[config.mk]
export PLATFORM = sky130hd
export DESIGN_NAME = seven_seg_scan_ctrl
export DESIGN_NICKNAME = d
export VERILOG_FILES = /design/src/rtl/disp_pkg.sv /design/src/rtl/seg_encoder.sv /design/src/rtl/seven_seg_scan_ctrl.sv
export SDC_FILE = /design/constraint.sdc
export NUM_CORES = 1
export LEC_CHECK = 0
export CAP_MARGIN = 20
export CORE_MARGIN = 4
export CORE_UTILIZATION = 50
export CTS_BUF_LIST = sky130_fd_sc_hd__clkbuf_8
export CTS_CLUSTER_DIAMETER = 50
export DETAILED_ROUTE_END_ITERATION = 8
export PLACE_DENSITY = 0.7
export SLEW_MARGIN = 20
export SYNTH_ARGS = -nofsm -noshare
export SYNTH_HDL_FRONTEND = slang
export SYNTH_SLANG_ARGS = --single-unit
[constraint.sdc]
create_clock -name clock -period 8.6 [get_ports clock]
set_input_delay 1.29 -clock clock [delete_from_list [all_inputs] [get_ports clock]]
set_output_delay 1.29 -clock clock [all_outputs]
set_load 0.05 [all_outputs]
[src/rtl/disp_pkg.sv]
`default_nettype none
// +------------------------------------------------------------------+
// | disp_pkg: shared constants, FSM encoding and types for the scan   |
// | controller.                                 Revision: 1.0         |
// +------------------------------------------------------------------+
package disp_pkg;

   localparam int         NUM_DIGITS = 4;
   localparam logic [3:0] ANODE_OFF  = 4'b1111;
   localparam logic [6:0] SEG_BLANK  = 7'h7F;

   localparam logic [1:0] ST_GUARD = 2'd0;
   localparam logic [1:0] ST_ON    = 2'd1;
   localparam logic [1:0] ST_OFF   = 2'd2;

   typedef struct packed {
      logic [15:0] data;
      logic [3:0]  dp;
      logic        lz_en;
   } disp_word_t;

   // Bit k set means digit k is suppressed as a leading zero; digit 0 never is.
   function automatic logic [NUM_DIGITS-1:0] lz_mask(input disp_word_t w);
      logic [NUM_DIGITS-1:0] m;
      logic                  zero_above;
      m          = '0;
      zero_above = 1'b1;
      for (int k = NUM_DIGITS - 1; k >= 1; k--) begin
         zero_above = zero_above & (w.data[4*k +: 4] == 4'h0);
         m[k]       = w.lz_en & zero_above;
      end
      return m;
   endfunction

endpackage
`default_nettype wire

[src/rtl/seg_encoder.sv]
`default_nettype none
// +------------------------------------------------------------------+
// | seg_encoder: hex nibble to active-low gfedcba glyph (0-F).        |
// |                                             Revision: 1.0         |
// +------------------------------------------------------------------+
module seg_encoder (
   input  logic [3:0] hex,
   output logic [6:0] seg
);

   always_comb begin
      seg = 7'h7F;
      case (hex)
         4'h0: seg = 7'h40;
         4'h1: seg = 7'h79;
         4'h2: seg = 7'h24;
         4'h3: seg = 7'h30;
         4'h4: seg = 7'h19;
         4'h5: seg = 7'h12;
         4'h6: seg = 7'h02;
         4'h7: seg = 7'h78;
         4'h8: seg = 7'h00;
         4'h9: seg = 7'h10;
         4'hA: seg = 7'h08;
         4'hB: seg = 7'h03;
         4'hC: seg = 7'h46;
         4'hD: seg = 7'h21;
         4'hE: seg = 7'h06;
         4'hF: seg = 7'h0E;
         default: seg = 7'h7F;
      endcase
   end

endmodule
`default_nettype wire

[src/rtl/seven_seg_scan_ctrl.sv]
`default_nettype none
// +------------------------------------------------------------------+
// | seven_seg_scan_ctrl: 4-digit multiplexed 7-seg driver with guard  |
// | blanking, PWM brightness and a double-buffered load port.         |
// |                                             Revision: 1.0         |
// +------------------------------------------------------------------+
module seven_seg_scan_ctrl
   import disp_pkg::*;
#(
   parameter int unsigned TICK_DIV = 50000,
   parameter int unsigned GUARD    = 4
) (
   input  logic        clock,
   input  logic        reset,
   input  logic        load_valid,
   output logic        load_ready,
   input  logic [15:0] load_data,
   input  logic [3:0]  load_dp,
   input  logic        lz_en,
   input  logic [2:0]  bright,
   output logic [3:0]  A_LED,
   output logic [6:0]  C_LED,
   output logic        DP_LED,
   output logic        frame_start
);

   localparam int unsigned      CNT_W    = $clog2(TICK_DIV);
   localparam logic [CNT_W-1:0] CNT_LAST = CNT_W'(TICK_DIV - 1);
   localparam logic [31:0]      SPAN     = 32'(TICK_DIV - GUARD);

   logic [CNT_W-1:0]      cnt;
   logic [CNT_W-1:0]      cnt_next;
   logic [31:0]           cnt_next_ext;
   logic [1:0]            digit;
   logic [1:0]            state;
   logic [1:0]            state_next;
   logic [2:0]            bright_q;
   logic [2:0]            bright_slot;
   logic [31:0]           on_len;
   logic                  slot_end;
   logic                  frame_end;
   logic                  accept;
   logic                  shadow_full;
   disp_word_t            active;
   disp_word_t            shadow;
   logic [NUM_DIGITS-1:0] blank_mask;
   logic [3:0]            nibble;
   logic [6:0]            glyph;
   logic                  lit;

   assign slot_end     = (cnt == CNT_LAST);
   assign frame_end    = slot_end && (digit == 2'(NUM_DIGITS - 1));
   assign cnt_next     = slot_end ? '0 : cnt + CNT_W'(1);
   assign cnt_next_ext = 32'(cnt_next);
   assign accept       = load_valid && load_ready;

   // Brightness is live only at cnt==0; afterwards the latched copy holds the slot steady.
   assign bright_slot = (cnt == '0) ? bright : bright_q;
   assign on_len      = 32'(GUARD) + (((32'(bright_slot) + 32'd1) * SPAN) >> 3);

   // State tracks the cnt value it is registered with; the ON window always
   // spans at least one cycle, so GUARD can hand straight over to ON.
   always_comb begin
      state_next = state;
      if (slot_end) begin
         state_next = (GUARD > 0) ? ST_GUARD : ST_ON;
      end else begin
         case (state)
            ST_GUARD: if (cnt_next_ext >= 32'(GUARD)) state_next = ST_ON;
            ST_ON:    if (cnt_next_ext >= on_len)     state_next = ST_OFF;
            ST_OFF:   state_next = ST_OFF;
            default:  state_next = ST_GUARD;
         endcase
      end
   end

   assign nibble     = active.data[4*digit +: 4];
   assign blank_mask = lz_mask(active);
   assign lit        = (state == ST_ON) && !blank_mask[digit];

   seg_encoder u_seg_encoder (
      .hex (nibble),
      .seg (glyph)
   );

   always_ff @(posedge clock) begin
      if (reset) begin
         cnt         <= '0;
         digit       <= '0;
         state       <= ST_GUARD;
         bright_q    <= '0;
         active      <= '0;
         shadow      <= '0;
         shadow_full <= 1'b0;
         load_ready  <= 1'b0;
         frame_start <= 1'b0;
         A_LED       <= ANODE_OFF;
         C_LED       <= SEG_BLANK;
         DP_LED      <= 1'b1;
      end else begin
         cnt         <= cnt_next;
         state       <= state_next;
         frame_start <= 1'b0;
         if (cnt == '0) bright_q <= bright;
         if (slot_end)  digit    <= digit + 2'd1;

         // Ready is low while the shadow is full, so a boundary swap and a new accept never collide.
         if (frame_end && shadow_full) begin
            active      <= shadow;
            shadow_full <= 1'b0;
            frame_start <= 1'b1;
            load_ready  <= 1'b1;
         end else if (accept) begin
            shadow      <= '{data: load_data, dp: load_dp, lz_en: lz_en};
            shadow_full <= 1'b1;
            load_ready  <= 1'b0;
         end else begin
            load_ready  <= !shadow_full;
         end

         A_LED  <= lit ? ~(4'b0001 << digit) : ANODE_OFF;
         C_LED  <= lit ? glyph : SEG_BLANK;
         DP_LED <= lit ? ~active.dp[digit] : 1'b1;
      end
   end

endmodule
`default_nettype wire

==> flow_metrics.env <==
export IMPL_max_freq_mhz=126
export IMPL_min_from="active[4]"
export IMPL_synth_edf_count=0
export IMPL_core_mm2=0.00973
export IMPL_p_leak_nw=2.24
export IMPL_synth_seq_area_share=0.321
export IMPL_syn_area_mm2=0.00498
export IMPL_r2r_start="cnt[0]"
export IMPL_gp_congestion=0.964
export IMPL_place_area_mm2=0.00545
export IMPL_multi_input_area_mm2=0.00315
export IMPL_antenna_found_initial=0
export IMPL_routed_wl_mm=11.9
export IMPL_numClockSinks=80
export IMPL_antenna_cells=0
export IMPL_dominantRegCellSynth="dfxtp_1"
export IMPL_via_per_inst=5.62
export IMPL_ys_ff_latch=80
export IMPL_placementRows=36
export IMPL_post_cts_buffers=0
export IMPL_ant_nets=0
export IMPL_rsz0062_at_grt="false"
export IMPL_crit_top_cell="ha_1"
export IMPL_critPathRequiredTime_ns=8.85
export IMPL_drtIter0Drc=264
export IMPL_worstSetupEndpointType="register"
export IMPL_fin_skew_ns=0.0139
export IMPL_power_density_mw_per_mm2=188
export IMPL_grt_pass1_wl_mm=19.8
export IMPL_slowest_delay_ns=0.70
export IMPL_stdcell_count=772
export IMPL_pre_cts_ws_ns=0.743
export IMPL_fillers=924
export IMPL_clk_insertion_delay_late_ns=0.37
export IMPL_tritoncts="built"
export IMPL_synthCells=608
export IMPL_die_w_um=108
export IMPL_final_cell_mix="114 x nand2_1, 80 x dfxtp_1, 52 x a21oi_1"
export IMPL_grtUsageMet2=0.340
export IMPL_dpl_hpwl_mm=8.94
export IMPL_synth_async_reset_ratio=0
export IMPL_synthDistinctLibCells=65
export IMPL_final_nets=710
export IMPL_final_period_utilization=0.920
export IMPL_cts_buffers_inserted=9
export IMPL_status="finished clean"
export IMPL_r2r_worst_path_cells=31
export IMPL_final_common_cell="nand2_1"
export IMPL_ff_latch_area_mm2=0.00160
export IMPL_grt_pass1_vias=4153
export IMPL_globalRouteOverflowTotal=0
export IMPL_vias=4338
export IMPL_wire_per_inst_um=15.4
export IMPL_fin_setup_tns_ns=0
export IMPL_syn2layout_area_growth_pct=12.9
export IMPL_setup_viol=0
export IMPL_final_hold_viol_count=0
export IMPL_drive_above_1_share=0.0657
export IMPL_initial_core_util=0.512
export IMPL_tightest_slew_ns=1.01
export IMPL_cp_slowest_cell="or4_1"
export IMPL_worstHoldPathCells=2
export IMPL_drc=0
export IMPL_io_buffers=40
export IMPL_synth_nets=684
export IMPL_path_max_fanout=8
export IMPL_worst_setup_path_start_kind="register"
export IMPL_grtUsageTotal=0.212
export IMPL_dr_pass1_iters=5
export IMPL_clkTransAtPathRegs_ns=0.08
export IMPL_busiest_layer="met2"
export IMPL_yosys_warnings=0
export IMPL_relSlewSlack=0.316
export IMPL_dp_cells=756
export IMPL_avgSynthCellArea_um2=8.20
export IMPL_hold_path_class="reg -> reg"
export IMPL_maxCapViolCount=0
export IMPL_die_area_mm2=0.0116
export IMPL_finalMaxSlewViolations=0
export IMPL_use_met3=0.0354
export IMPL_worst_slack_ns=0.685
export IMPL_ir_drop_mv=0.0979
export IMPL_die_h_um=108
export IMPL_cts_root_buf="clkbuf_8"
export IMPL_cts_hold_buf=0
export IMPL_grtUsageMet1=0.280
export IMPL_io_pins=41
export IMPL_crit_path_start="cnt[0]"
export IMPL_final_util=0.578
export IMPL_ctsHtreeMaxLevel=3
export IMPL_grt_max_degree=68
export IMPL_clock_path_buffers=2
export IMPL_critical_path_class="reg -> reg"
export IMPL_arrival_ns=8.17
export IMPL_cts_resized=0
export IMPL_period_needed_ns=7.92
export IMPL_design_area_mm2=0.00563
## cells in the mapped netlist, types with 11 or more instances
library cell | count | area [µm²]
nor3_1 | 13 | 65.1
nand2_1 | 114 | 428
nor2_1 | 35 | 131
xnor2_1 | 21 | 184
a21oi_1 | 52 | 260
nand4_1 | 11 | 68.8
o21ai_0 | 18 | 90.1
nand3_1 | 17 | 85.1
nor4_1 | 11 | 68.8
ha_1 | 49 | 613
dfxtp_1 | 80 | 1600
clkbuf_1 | 24 | 90.1
inv_1 | 28 | 105
## path summary, 6_finish.rpt
path               end  slack [ns]
min reg2reg  active[4]        0.46
max reg2reg   state[1]        0.68
max           state[1]        0.68
min          active[4]        0.46
## cells by family after synthesis
logic type	count (synthesis)	share of synthesized area
multiplexers	15	0.0444
XOR/XNOR	32	0.0630
flip-flops	80	0.321
adder cells (fa/ha/maj)	50	0.125
AO/OA/AOI/OAI	118	0.148
AND/OR/NAND/NOR	257	0.252
buffers and inverters	56	0.0457
## report_power, final
part / leakage (nW) / switching, mW / internal, mW
registers: 0.649 / 0.00925 / 0.388
logic: 1.49 / 0.241 / 0.162
clock network: 0.0969 / 0.138 / 0.120
total: 2.24 / 0.389 / 0.670
## state kept, by name (all words and copies together), names as in the netlist
signal       flops
active          21
frame_start      1
state            2
C_LED            7
shadow          21
cnt             16
shadow_full      1
load_ready       1
DP_LED           1
bright_q         3
digit            2
A_LED            4
## worst max-delay path: cells and delay by family (launching register included)
kind	cells	cell delay (ns)
and+or+nand+nor	10	2.27
adders and majority gates	6	1.53
AOI/OAI and AO/OA	7	1.41
muxes	2	0.97
xor gates and xnor gates	3	0.90
DFF	1	0.35
buffers and inverters	3	0.35
## layout make-up
type / count / share of cell area
inverter: 28 / 0.0187
sequential: 80 / 0.285
clock inverter: 5 / 0.00534
tap: 133 / 0.0296
timing repair buffer: 43 / 0.0743
clock buffer: 11 / 0.0269
multi-input combinational: 472 / 0.561
## through the flow
stage	hold WS [ns]	power, mW
floorplan	0.429	0.698
global placement	0.436	0.801
detailed placement	0.445	0.805
CTS	0.458	1.06
global route	0.467	1.12
finish	0.456	1.06
## metal layers
metal / vias to the layer above / wire length, µm
met5: - / 0
met4: 0 / 292
met3: 26 / 572
met2: 108 / 5340
met1: 2014 / 5670
li1: 2190 / -
Note: power is estimated with default switching activity, not from simulation.
